<file path="config.mk">
export PLATFORM = sky130hd
export DESIGN_NAME = bin_to_bcd_seq_flat
export DESIGN_NICKNAME = d
export VERILOG_FILES = /design/src/rtl/bin_to_bcd_seq_if.sv /design/src/rtl/bin_to_bcd_seq.sv /design/src/flat_wrapper.sv
export SDC_FILE = /design/constraint.sdc
export NUM_CORES = 1
export LEC_CHECK = 0
export ABC_AREA = 1
export BUFFER_PORTS_ARGS = -buffer_cell sky130_fd_sc_hd__buf_2
export CORE_ASPECT_RATIO = 0.6
export CORE_MARGIN = 2
export CORE_UTILIZATION = 35
export CTS_CLUSTER_SIZE = 10
export DETAILED_ROUTE_END_ITERATION = 16
export GPL_TIMING_DRIVEN = 0
export SLEW_MARGIN = 20
export SYNTH_ARGS = -nofsm -noshare
export SYNTH_HDL_FRONTEND = slang
export SYNTH_SLANG_ARGS = --single-unit
</file>
<file path="constraint.sdc">
create_clock -name clock -period 9.85 [get_ports clock]
set_input_delay 2.955 -clock clock [delete_from_list [all_inputs] [get_ports clock]]
set_output_delay 2.955 -clock clock [all_outputs]
set_load 0.02 [all_outputs]
</file>
<file path="src/rtl/bin_to_bcd_seq_if.sv">
// bin_to_bcd_seq_if
// Handshake and data bundle between a producer of binary values and the
// sequential binary-to-BCD converter.
//   start   : request a conversion of bin_in (producer -> converter)
//   bin_in  : W-bit unsigned value to convert (producer -> converter)
//   busy    : conversion in progress (converter -> producer)
//   done    : one-cycle pulse, bcd_out carries the new result (converter -> producer)
//   bcd_out : 8 packed BCD digits, digit 0 in [3:0] (converter -> producer)
interface bin_to_bcd_seq_if #(
  parameter int W = 16
);

  logic          start;
  logic [W-1:0]  bin_in;
  logic          busy;
  logic          done;
  logic [31:0]   bcd_out;

  // The producer drives the request side and observes the result side
  modport master (
    output start,
    output bin_in,
    input  busy,
    input  done,
    input  bcd_out
  );

  // The converter takes the request side and drives the result side
  modport slave (
    input  start,
    input  bin_in,
    output busy,
    output done,
    output bcd_out
  );

endinterface

</file>
<file path="src/rtl/bin_to_bcd_seq.sv">
// bin_to_bcd_seq
// Sequential shift-and-add-3 (double dabble) converter that turns a W-bit
// unsigned value into 8 packed BCD digits for the seven-segment driver.
// One input bit is consumed per clock; the last result is held on bcd_out
// until the next conversion finishes, so the display never sees partial values.
// Ports:
//   clock : rising-edge system clock
//   reset : asynchronous, active-high; clears all state immediately
//   bus   : bin_to_bcd_seq_if slave modport (start, bin_in, busy, done, bcd_out)
module bin_to_bcd_seq #(
  parameter int W = 16
) (
  input  logic              clock,
  input  logic              reset,
  bin_to_bcd_seq_if.slave   bus
);

  // 2^26-1 is the largest value that still fits in eight decimal digits
  if (W < 1 || W > 26) begin : g_bad_width
    $error("bin_to_bcd_seq: W must be in 1..26");
  end

  localparam int CW = $clog2(W + 1);

  typedef enum logic {
    IDLE  = 1'b0,
    SHIFT = 1'b1
  } state_t;

  state_t         state_q, state_d;
  logic [W-1:0]   bin_sr_q, bin_sr_d;
  logic [31:0]    scratch_q, scratch_d;
  logic [CW-1:0]  cnt_q, cnt_d;
  logic [31:0]    bcd_q, bcd_d;
  logic           done_q, done_d;

  logic [31:0]    adjusted;
  logic [31:0]    shifted;

  // Add 3 to every digit that is 5 or more, so the following left shift
  // carries correctly into the next decimal digit; digits never exceed 12
  // here, so the add stays inside its own nibble.
  always_comb begin
    adjusted = scratch_q;
    for (int i = 0; i < 8; i++) begin
      if (scratch_q[4*i +: 4] >= 4'd5) begin
        adjusted[4*i +: 4] = scratch_q[4*i +: 4] + 4'd3;
      end
    end
    shifted = {adjusted[30:0], bin_sr_q[W-1]};
  end

  // Next-state logic: accept a request in IDLE, otherwise run one
  // adjust+shift iteration per clock and publish the result on the last one.
  always_comb begin
    state_d   = state_q;
    bin_sr_d  = bin_sr_q;
    scratch_d = scratch_q;
    cnt_d     = cnt_q;
    bcd_d     = bcd_q;
    done_d    = 1'b0;
    case (state_q)
      IDLE: begin
        if (bus.start) begin
          bin_sr_d  = bus.bin_in;
          scratch_d = 32'h0;
          cnt_d     = CW'(W);
          state_d   = SHIFT;
        end
      end
      SHIFT: begin
        scratch_d = shifted;
        bin_sr_d  = bin_sr_q << 1;
        cnt_d     = cnt_q - 1'b1;
        // The final shifted value goes straight to the output register so
        // the result and the done pulse appear in the same cycle.
        if (cnt_q == CW'(1)) begin
          bcd_d   = shifted;
          done_d  = 1'b1;
          state_d = IDLE;
        end
      end
      default: state_d = IDLE;
    endcase
  end

  // State register; reset aborts any conversion and clears the display value
  always_ff @(posedge clock or posedge reset) begin
    if (reset) begin
      state_q   <= IDLE;
      bin_sr_q  <= '0;
      scratch_q <= 32'h0;
      cnt_q     <= '0;
      bcd_q     <= 32'h0;
      done_q    <= 1'b0;
    end else begin
      state_q   <= state_d;
      bin_sr_q  <= bin_sr_d;
      scratch_q <= scratch_d;
      cnt_q     <= cnt_d;
      bcd_q     <= bcd_d;
      done_q    <= done_d;
    end
  end

  assign bus.busy    = (state_q == SHIFT);
  assign bus.done    = done_q;
  assign bus.bcd_out = bcd_q;

endmodule

</file>
<file path="src/flat_wrapper.sv">
// flat-port wrapper written by rule: the top's interface ports become plain ports
module bin_to_bcd_seq_flat 
#(
  parameter int W = 16
)
  (clock, reset, bus_start, bus_bin_in, bus_busy, bus_done, bus_bcd_out);
  bin_to_bcd_seq_if #(.W(W)) bus_i ();
  input  logic clock;
  input  logic reset;
  input wire logic [$bits(bus_i.start)-1:0] bus_start;
  input wire logic [$bits(bus_i.bin_in)-1:0] bus_bin_in;
  output wire logic [$bits(bus_i.busy)-1:0] bus_busy;
  output wire logic [$bits(bus_i.done)-1:0] bus_done;
  output wire logic [$bits(bus_i.bcd_out)-1:0] bus_bcd_out;
  assign bus_i.start = bus_start;
  assign bus_i.bin_in = bus_bin_in;
  assign bus_busy = bus_i.busy;
  assign bus_done = bus_i.done;
  assign bus_bcd_out = bus_i.bcd_out;
  bin_to_bcd_seq #(.W(W)) u_core (.clock(clock), .reset(reset), .bus(bus_i));
endmodule
</file>
# [Word level (Yosys, flattened, before mapping)]
# Index checks and enable logic that the tools add are counted.
[word_totals] regBits=87 in_bits=19 out_inout_bits=34 elab_cells=46
[classes] addsub=9 n_lt_le_gt_ge=8 n_eq_ne=2 muxes=19 bitwise=1 n_reduce_logical=1
[op_table] op="$pmux W32 S2" count=1
[op_table] op="$ge A4 B3 Y1 const B" count=8
[op_table] op="$mux W32" count=1
[op_table] op="$pmux W16 S2" count=1
[op_table] op="$add A4 B2 Y4 const B" count=7
[op_table] op="$mux W4" count=7
[op_table] op="$mux W16" count=1
[op_table] op="$pmux W5 S2" count=1
[op_table] op="$eq A5 B1 Y1 const B" count=1
[op_table] op="$mux W5" count=1
[op_table] op="$sub A5 B1 Y5 const B" count=1
[op_table] op="$mux W1" count=4
[op_table] op="$add A3 B2 Y3 const B" count=1
[op_table] op="$mux W3" count=1
[op_table] op="$ne A2 B2 Y1 const B" count=1
[op_table] op="$pmux W1 S2" count=1
[op_table] op="$reduce_and A2 Y1" count=1
[op_table] op="$not A1 Y1" count=1

# [Logic depth before layout (Yosys ltp)]
[logic_depth] ltp_word=3 depth_mapped=8 mapped_depth_nobuf=8

# [Worst setup path before layout]
# No wires, ideal clock.
[synth_path] path_type="input-to-reg" startpoint="input port bus_start" endpoint="register u_core.bin_sr_q[10]" setup_time_ps=69 arrival_ps=3512 slack_ps=6269 cell_stages=5 n_path_buf=1 cell_sequence="inv_1 > nor2_2 > buf_4 > nand2_1 > nand3_1"
[synth_between] elab_chain_cells=1
[synth_rtl] element="from (decl)" line="flat_wrapper.sv:10" text="input wire logic [$bits(bus_i.start)-1:0] bus_start;"
[synth_rtl] element="$ne A2 B2 Y1 (no line)"
[synth_rtl] element="to (signal assigned)" line="bin_to_bcd_seq.sv:98" text="bin_sr_q <= bin_sr_d;"
[synth_rtl] element="to (decl)" line="bin_to_bcd_seq.sv:31" text="logic [W-1:0] bin_sr_q, bin_sr_d;"
# No other way between the ends.
# A chain may end at the register's enable or synchronous reset.

# [Worst setup path in the final report]
[layout_path] startpoint="register u_core.state_q (netlist: u_core.bus.busy)" endpoint="output port bus_busy"
[layout_lines] element="from (decl)" line="bin_to_bcd_seq.sv:30" text="state_t state_q, state_d;"
[layout_lines] element="from (signal assigned)" line="bin_to_bcd_seq.sv:97" text="state_q <= state_d;"
[layout_lines] element="to (decl)" line="flat_wrapper.sv:12" text="output wire logic [$bits(bus_i.busy)-1:0] bus_busy;"
# No word-level cell between the ends.

==> summary.txt <==
Global route
  • Global-route wire length before repair: 17,500 um
  • Initial antenna violation count: 0
  • Pin count of the biggest net entering global routing: 49
  • Number of global-route vias before repair: 3,523
  • Global Route Usage Sum: 16.5%
  • Congestion Overflow GR: 0

Route
  • Via-to-Cell Ratio: 4.88
  • Antenna Nets Post-Route: 0
  • Drt drc: 0
  • Total iterations of the first detailed-routing run: 5
  • Initial DRC count: 251
  • Final wirelength: 10,600 um
  • Via count: 3,779
  • DR WL/cell: 13.7 um

STA
  • Min cycle time layout: 3.88 ns
  • Clock skew: 0.00882 ns
  • Worst slew pin tran: 0.649 ns
  • Fin Setup TNS: 0 ns
  • Max-slew violations: 0
  • Hold slack: 0.471 ns
  • Fmax: 258 MHz
  • Worst slew margin: 56.7%
  • Fraction of the cycle the final worst path needs: 39.4%
  • Final Hold Violating Endpoints: 0
  • Unrepaired setup endpoints after global routing: no
  • Final setup vio count: 0

Synthesis
  • Sequential fraction of the synthesis area: 49.9%
  • Leading area contributor after synthesis: dfrtp_1
  • Area contributors post-synth: dfrtp_1, nand2_1, nand3_1
  • Synth unique cells: 21
  • Mean Syn Cell Area: 8.08 um^2
  • Synth top area share: 49.9%
  • Synth warn: 0
  • Synth Register Bits: 87
  • Mapped cell area: 4360 um^2
  • Post-Syn Instances: 540
  • Post-Synthesis Net Count: 577

Placed design
  • Placer Congestion: 0.878
  • I/O Buffers: 52
  • HPWL after DPL: 7520 um

Setup path
  • Crit Path Max Fanout: 2
  • WP data required: 6.90 ns
  • Setup crit start kind: register
  • Crit Path Class: reg -> out
  • Cell at the slowest stage of the critical path: dfrtp_1
  • Crit path buf inv count: 1
  • Top delay family on crit path: flip-flops
  • Worst path max stage delay: 0.41 ns
  • Crit path DAT: 0.93 ns
  • CP Cell Sequence: buf_2
  • CP endpoint kind: output pin

Clock network
  • Clk slew on worst S/H paths: 0.06 ns
  • Num CTS Buffers: 9
  • H-tree Lvls: 3
  • CTS Sinks: 87
  • Root buffer cell: clkbuf_16
  • Setup repair bufs after CTS: 0
  • Cts repair resizes: 0
  • Hold bufs inserted after CTS: 0
  • CTS tree: built
  • Worst-Skew Late Latency: 0.34 ns
  • CTS Buffer Depth: 2

Floorplan
  • Die height: 90.5 um
  • Core area: 12,100 um^2
  • Initial Util: 36.1%
  • Die width: 148 um
  • FP Rows: 31
  • I/O pins: 53
  • Die area: 13,400 um^2

Min path
  • Worst min-delay path class: reg -> reg

Run status
  • Outcome: finished, final reports clean

Finish
  • Final Util: 42.4%
  • Nets: 641
  • Area Overhead vs Synth: 17.5%
  • Layout cell share with drive strength beyond 1: 15.3%
  • Ant. Diodes: 0

Power and ir drop
  • Pwr dens: 358 nW/um^2
  • P_int: 0.00101 W
  • Pleak: 2.77 nW
  • Sw Share: 45.3%
  • Clock Power Share: 17.3%
  • Sequential share of power: 35.3%
  • Comb pwr share: 47.4%
  • Peak supply drop: 0.159 mV
  • Switch Pwr: 0.000833 W

Run
  • Maxcap violations: 0
==> state kept, by name, summed over array words and instances (netlist names) <==
signal              count
u_core.cnt_q            5
u_core.bus.busy         1
u_core.bus.done         1
u_core.bus.bcd_out     32
u_core.bin_sr_q        16
u_core.scratch_q       32
==> power groups by stage <==
stage	sequential (W)	clock [W]	combinational, W
3_5_place_dp	0.000650	0	0.000871
2_1_floorplan	0.000706	0	0.000568
3_3_place_gp	0.000647	0	0.000837
6_report	0.000649	0.000318	0.000871
4_1_cts	0.000649	0.000328	0.000873
5_1_grt	0.000670	0.000344	0.000996
==> metrics by stage <==
step                      total power, W  std cells  setup WS [ns]  instance area (um^2)
after CTS                        0.00185        774           5.96                  5130
after floorplan                  0.00127        540           4.64                  4360
after global placement           0.00148        757           3.45                  4830
final                            0.00184        774           5.97                  5130
after global routing             0.00201        774           5.94                  5130
after detailed placement         0.00152        758           5.97                  4850
==> placed cells by master, fill, tap and decap left out, types with 3 or more instances in the layout <==
| cell type | netlist | layout |
|---|---|---|
| clkbuf_1 | 3 | 4 |
| clkbuf_16 | 0 | 9 |
| o211ai_1 | 3 | 3 |
| a21boi_0 | 8 | 8 |
| ha_1 | 18 | 18 |
| nand2_1 | 230 | 230 |
| nand2_2 | 3 | 3 |
| inv_1 | 48 | 47 |
| nand4_1 | 16 | 16 |
| buf_2 | 4 | 56 |
| buf_6 | 10 | 10 |
| nand3_1 | 77 | 77 |
| o21ai_0 | 21 | 21 |
| dfrtp_1 | 87 | 87 |
==> layout make-up <==
cell class / instances / area, um^2
timing repair buffer: 53 / 280
inverter: 51 / 196
multi-input combinational: 384 / 1840
fill: 1227 / 6970
clock buffer: 11 / 243
tap: 165 / 206
clock inverter: 5 / 33.8
sequential: 87 / 2180
buffer: 18 / 151
==> synth_stat cells <==
cell and instances:
nor2_1 2, nand4_1 16, a22o_1 1, buf_4 1
o22ai_1 2, inv_1 48, o211ai_1 3, o21ai_0 21
dfrtp_1 87, nor2_8 1, buf_6 10, nand2_2 3
nand3_1 77, nand2_1 230, a21boi_0 8, ha_1 18
clkbuf_1 3, nor2_2 2, inv_4 1, inv_2 2
buf_2 4
==> final timing paths <==
kind                       slack (ns)                                from                            endpoint  depth (start not counted)
setup reg to reg                 8.36    u_core.scratch_q[28]$_DFFE_PP0P_    u_core.scratch_q[31]$_DFFE_PP0P_                          7
max in group asynchronous        6.51                               reset  u_core.bus.bcd_out[27]$_DFFE_PP0P_                          3
setup / recovery                 5.97           u_core.bus.busy$_DFF_PP0_                            bus_busy                          1
hold reg to reg                  0.47  u_core.bus.bcd_out[18]$_DFFE_PP0P_  u_core.bus.bcd_out[18]$_DFFE_PP0P_                          2
hold / removal                   0.47  u_core.bus.bcd_out[18]$_DFFE_PP0P_  u_core.bus.bcd_out[18]$_DFFE_PP0P_                          2
min in group asynchronous        2.69                               reset         u_core.cnt_q[3]$_DFFE_PP0P_                          2
==> cell families after synthesis <==
group / Yosys count / synth area share [%]
and+or+nand+nor: 331 / 32.3
DFF: 87 / 49.9
AOI/OAI and AO/OA: 35 / 4.79
adders and majority gates: 18 / 5.16
buffers and inverters: 69 / 7.91
==> layer usage <==
| layer | GRT usage, % | up-vias | share of wire [%] |
|---|---|---|---|
| li1 | - | 1863 | - |
| met1 | 24.2 | 1793 | 49 |
| met2 | 23.9 | 106 | 42 |
| met3 | 4.34 | 17 | 7.2 |
| met4 | 4.92 | 0 | 1.7 |
| met5 | 0 | - | 0 |
(Power assumes the default switching activity.)
